$ cat src/rtl/vga_mem_reader.sv
// vga_mem_reader: fetches the display operand block from data memory once per frame.
// Optional VGA_READER_VALID_WORD_EN adds a sixth word whose bit0 gates the commit.
module vga_mem_reader #(
  parameter logic [15:0] BASE_ADR = 16'hFF00
) (
  input  logic        clk,
  input  logic        rst,
  input  logic        frame_start,
  input  logic        clr_overrun,
  output logic        mem_rd,
  output logic [15:0] mem_adr,
  input  logic [15:0] mem_data,
  output logic [15:0] value,
  output logic [15:0] p1,
  output logic [15:0] p2,
  output logic [15:0] p3,
  output logic [15:0] p4,
  output logic        busy,
  output logic        frame_done,
  output logic        overrun
);

`ifdef VGA_READER_VALID_WORD_EN
  localparam int N = 6;
`else
  localparam int N = 5;
`endif
  localparam logic [2:0] LAST = 3'(N - 1);

  typedef enum logic [1:0] {
    S_IDLE,
    S_FETCH,
    S_DRAIN,
    S_COMMIT
  } state_t;

  state_t      r_state;
  logic [2:0]  r_k;
  logic [15:0] r_sh [N];
  logic [15:0] r_out [5];
  logic        r_rd;
  logic [15:0] r_adr;
  logic        r_done;
  logic        r_ovr;

  logic [2:0]  w_next_k;
  logic        w_miss;
  logic        w_load;

  assign w_next_k = r_k + 3'd1;
  assign w_miss   = frame_start &&
                    (r_state == S_FETCH || r_state == S_DRAIN);
`ifdef VGA_READER_VALID_WORD_EN
  assign w_load   = r_sh[5][0];
`else
  assign w_load   = 1'b1;
`endif

  // Frame fetch sequencer: strobe N words, drain last read, commit atomically.
  always_ff @(posedge clk or negedge rst) begin
    if (!rst) begin
      r_state <= S_IDLE;
      r_k     <= 3'd0;
      r_rd    <= 1'b0;
      r_adr   <= BASE_ADR;
      r_done  <= 1'b0;
      for (int i = 0; i < N; i++) r_sh[i] <= 16'h0000;
      for (int i = 0; i < 5; i++) r_out[i] <= 16'h0000;
    end else begin
      r_done <= 1'b0;
      unique case (r_state)
        S_IDLE: begin
          if (frame_start) begin
            r_state <= S_FETCH;
            r_k     <= 3'd0;
            r_rd    <= 1'b1;
            r_adr   <= BASE_ADR;
          end
        end
        S_FETCH: begin
          if (r_k != 3'd0) r_sh[r_k - 3'd1] <= mem_data;
          if (r_k == LAST) begin
            r_state <= S_DRAIN;
            r_rd    <= 1'b0;
            r_adr   <= BASE_ADR;
          end else begin
            r_k   <= w_next_k;
            r_adr <= BASE_ADR + {13'd0, w_next_k};
          end
        end
        S_DRAIN: begin
          r_sh[LAST] <= mem_data;
          r_k        <= 3'd0;
          r_done     <= 1'b1;
          r_state    <= S_COMMIT;
        end
        S_COMMIT: begin
          if (w_load) begin
            for (int i = 0; i < 5; i++) r_out[i] <= r_sh[i];
          end
          // A start arriving as we return to idle begins the next frame.
          if (frame_start) begin
            r_state <= S_FETCH;
            r_k     <= 3'd0;
            r_rd    <= 1'b1;
            r_adr   <= BASE_ADR;
          end else begin
            r_state <= S_IDLE;
          end
        end
        default: r_state <= S_IDLE;
      endcase
    end
  end

  // Sticky overrun: a missed start outranks a coincident clear.
  always_ff @(posedge clk or negedge rst) begin
    if (!rst) begin
      r_ovr <= 1'b0;
    end else if (w_miss) begin
      r_ovr <= 1'b1;
    end else if (clr_overrun) begin
      r_ovr <= 1'b0;
    end
  end

  assign mem_rd     = r_rd;
  assign mem_adr    = r_adr;
  assign value      = r_out[0];
  assign p1         = r_out[1];
  assign p2         = r_out[2];
  assign p3         = r_out[3];
  assign p4         = r_out[4];
  assign busy       = (r_state != S_IDLE);
  assign frame_done = r_done;
  assign overrun    = r_ovr;

endmodule

$ cat config.mk
export PLATFORM = sky130hd
export DESIGN_NAME = vga_mem_reader
export DESIGN_NICKNAME = d
export VERILOG_FILES = /design/src/rtl/vga_mem_reader.sv
export SDC_FILE = /design/constraint.sdc
export NUM_CORES = 1
export LEC_CHECK = 0
export BUFFER_PORTS_ARGS = -buffer_cell sky130_fd_sc_hd__buf_4
export CORE_MARGIN = 4
export CORE_UTILIZATION = 60
export CTS_CLUSTER_SIZE = 24
export DETAILED_ROUTE_END_ITERATION = 8
export GPL_ROUTABILITY_DRIVEN = 0
export PLACE_DENSITY = 0.95
export SYNTH_ARGS = -nofsm -noshare
export SYNTH_HDL_FRONTEND = slang
export SYNTH_SLANG_ARGS = --single-unit
$ cat constraint.sdc
create_clock -name clk -period 5.84 [get_ports clk]
set_input_delay 0.876 -clock clk [delete_from_list [all_inputs] [get_ports clk]]
set_output_delay 0.876 -clock clk [all_outputs]
set_load 0.01 [all_outputs]
==> run summary <==
The run finished with clean final reports. The H-tree depth reported by CTS came out at 4. The Yosys step of the flow raised 0 warnings.

In this run the biggest area consumer among cell types represents 60.1% of the synthesized area. On the worst path, the slowest cell contributes a delay of 0.84 ns. The relative max-transition margin was 25.5%; the via count of the routed design was 4476.

The detailed-routing iteration count for the pre-antenna-repair pass is 5, and the vias per cell is 6.07. The highest-delay cell along the critical path is nor3b_2. The global-route wire length before repair was 24900 um.

At the worst endpoint, the arrival time is 3.10 ns. The chip width was 117 um; the detailed placement HPWL was 9960 um. After synthesis the netlist holds a flip-flop and latch count of 171. The antenna cell count was 0; the CTS clock-pin slew for the worst setup and hold paths was 0.06 ns.

The tools report the cell area after technology mapping as 0.00712 mm2. The count of buffers added on input and output ports is 106. Most common cell in the netlist: dfrtp_1.

By area the synthesized netlist is led by dfrtp_1, mux2_2, o211ai_1. The commonest cells after synthesis are dfrtp_1, mux2_2, o211ai_1. The run gives 120 as the count of boundary I/O pins. Setup violations remaining at the end of the flow were counted as 0.

The tools report the number of max-capacitance violations reported as 0. The synthesized netlist devotes 0% of its cell area to XOR and XNOR gates. For this run, the leading register cell type out of synthesis is dfrtp_1. The worst register-to-register path begins at r_k[0]$_DFFE_PN0P_.

The logs give 110 for the pin count of the biggest net entering global routing and 17 for the clock buffer count from CTS. TritonCTS built the clock tree. The critical path goes through inv_1, ha_1, nor3b_2, o21a_1, o211ai_1.

The initial utilization of the core area, before any placement, comes to 61.8%. Kind of critical path: flop to flop. Path class of the lowest-slack min-delay path: flop to flop. CTS placed an instance of clkbuf_16 at the clock tree root. The final routed wire length divided by cell count was 21.2 um. Share of layout cells above drive strength 1: 48.9%.

In this run the core area contains 39 standard-cell rows. Number of global-route vias before repair: 4640. For the worst setup path, the data required time is 6.10 ns. Counting every instance in the synthesized netlist gives 487. Summing the areas of all and, or, nand and nor instances in the mapped netlist gives 3.13% of the synthesized area.

The tools report the area taken by multi-input logic gates as 0.00258 mm2. The number of endpoints with negative hold slack in the final report came out at 0. The net count of the finished layout is 611.

The largest voltage drop on the vdd net is 0.300 mV. After synthesis, the largest family of logic cells by area is multiplexers. The sequential area share after synthesis is 60.1%, and the total power of the final layout is 5020 uW. The number of antenna violations at the first check in global routing was 0; the fraction of the cycle the final worst path needs was 48.7%. The final number of max-transition violations is 0, and the leakage power is 0.00389 uW.

The detailed router finished its first iteration with 239 violations. Synthesized area divided by synthesized cell count: 14.6 um2. The run gives 0 as the global route total overflow. Of all cell types, the one taking the most synthesized area is dfrtp_1. The residual DRC count is 0. The clock net in this run drives a total of 171 sinks. The startpoint of the tightest hold check path was r_sh[36]$_DFFE_PN0P_. Of all nets on the critical path, the largest fanout is 17.

Dividing total power by cell area gives a power density of 590 mW/mm2. The complex-gate fraction of the synthesized area was 7.00%. The floorplan step set the die height to 117 um.

The area inside the core boundary came out at 0.0115 mm2. Post-CTS timing repair inserted 0 buffers for setup. From synthesis to final layout, the design area changed by 19.6%. The run gives 39 as the number of distinct library cell variants in the gate-level netlist after synthesis.

At the pin with the least slew margin, the transition time is 1.12 ns. Static timing analysis puts the maximum clock frequency at 352 MHz. The die covers 0.0137 mm2. The overall track demand over capacity in global routing came out at 24.0%.

After routing, the total negative slack on setup checks comes to 0 ns. In this run, post-CTS hold repair placed 0 buffers. The worst-case clock buffer depth came out at 2. Setup repair after global routing left no endpoint under its margin.

In this run the remaining antenna-violating nets after routing total 0. The async set-reset flop share out of synthesis is 100%, and the area of all sequential standard cells is 0.00428 mm2. The fraction of the mapped netlist area in adder cells came out at 1.58%.

The number of enable-type register cells in the synthesized netlist came out at 0. The number of filler cells placed in the layout was 692; the mux share of post-synthesis cell area was 23.7%. For the worst clock skew on the final layout, the log shows 0.00715 ns.

STA classifies the critical path endpoint as a flop. The beginning of the critical path is r_k[0]$_DFFE_PN0P_. Once the clock tree was built, the resizer swapped 0 gates to a different size. Summed over all layers, the routed wires come to 15700 um. The clock period could shrink to 2.84 ns.

STA classifies the critical path startpoint as a flop. For the worst-skew pair, the clock arrives at the later sink with an insertion delay of 0.42 ns.
[where the power goes]
part | internal, uW | switching, uW
combinational | 961 | 818
sequential | 1730 | 325
clock | 709 | 479
[per-layer routing]
layer / vias to the layer above / GRT usage (%) / share of wire (%)
li1: 1926 / - / -
met1: 2289 / 31.5 / 40
met2: 207 / 37.7 / 50
met3: 54 / 6.32 / 6.6
met4: 0 / 11.5 / 3.3
met5: - / 0 / 0
[layout make-up]
type	count	area share, %
tap	143	2.10
sequential	171	50.3
inverter	9	0.397
timing repair buffer	107	9.48
clock inverter	13	2.10
clock buffer	19	5.32
multi-input combinational	276	30.3
[cells by family (layout without fill, tap and decap cells)]
group | Yosys count | in the layout
adders and majority gates | 9 | 9
buffers and inverters | 51 | 148
muxes | 147 | 147
other | 2 | 13
and+or+nand+nor | 37 | 37
AOI/OAI and AO/OA | 70 | 70
DFF | 171 | 171
[worst max-delay path: cells and delay by family, from the launching register on]
family,cells,cell delay [ns]
AO/OA/AOI/OAI,2,0.85
adder cells (fa/ha/maj),1,0.31
buffers and inverters,1,0.25
flip-flops,1,0.44
AND/OR/NAND/NOR,1,0.84
[through the flow]
step	area, um2	util (%)	hold WS, ns	instances	worst slack, ns
floorplan	7160	-	0.473	498	3.72
global placement	7880	68.4	0.482	706	3.28
detailed placement	7880	68.4	0.490	706	3.14
CTS	8510	73.9	0.506	738	3.06
global route	8510	73.9	0.514	738	2.88
finish	8510	73.9	0.504	738	3.00
[cells in the final DEF (no fill, tap or decap), types with 2 or more instances in the layout]
| cell | netlist | final |
|---|---|---|
| a21oi_1 | 2 | 2 |
| a22o_1 | 6 | 6 |
| and3_1 | 2 | 2 |
| buf_4 | 14 | 106 |
| bufinv_16 | 0 | 3 |
| clkbuf_16 | 0 | 17 |
| clkbuf_8 | 0 | 2 |
| clkinv_4 | 0 | 3 |
| conb_1 | 2 | 13 |
| dfrtp_1 | 171 | 171 |
| ha_1 | 9 | 8 |
| inv_1 | 9 | 9 |
| inv_6 | 0 | 4 |
| inv_8 | 0 | 2 |
| mux2_2 | 134 | 134 |
| mux2_4 | 10 | 10 |
| mux2i_1 | 3 | 3 |
| nand2_1 | 4 | 4 |
| nand2b_1 | 2 | 2 |
| nand3_1 | 16 | 16 |
| nor2_1 | 4 | 4 |
| nor2b_1 | 3 | 3 |
| o211ai_1 | 32 | 32 |
| o21ai_0 | 20 | 20 |
| o21ai_2 | 2 | 2 |
[registers in the layout, summed over array words and instances (netlist names)]
| signal | cells |
|---|---|
| frame_done | 1 |
| mem_adr | 3 |
| mem_rd | 1 |
| overrun | 1 |
| p1 | 16 |
| p2 | 16 |
| p3 | 16 |
| p4 | 16 |
| r_k | 3 |
| r_sh | 80 |
| r_state | 2 |
| value | 16 |
[worst paths after layout]
check / cells past startpoint / end / slack (ns)
hold / removal: 1 / r_sh[36]$_DFFE_PN0P_ / 0.50
setup / recovery: 5 / r_sh[2]$_DFFE_PN0P_ / 3.00
min in group asynchronous: 1 / p3[0]$_DFFE_PN0N_ / 0.57
max in group asynchronous: 2 / value[9]$_DFFE_PN0N_ / 3.92
setup reg to reg: 5 / r_sh[2]$_DFFE_PN0P_ / 3.00
hold reg to reg: 1 / r_sh[36]$_DFFE_PN0P_ / 0.50
Power figures use the tool's default switching activity.
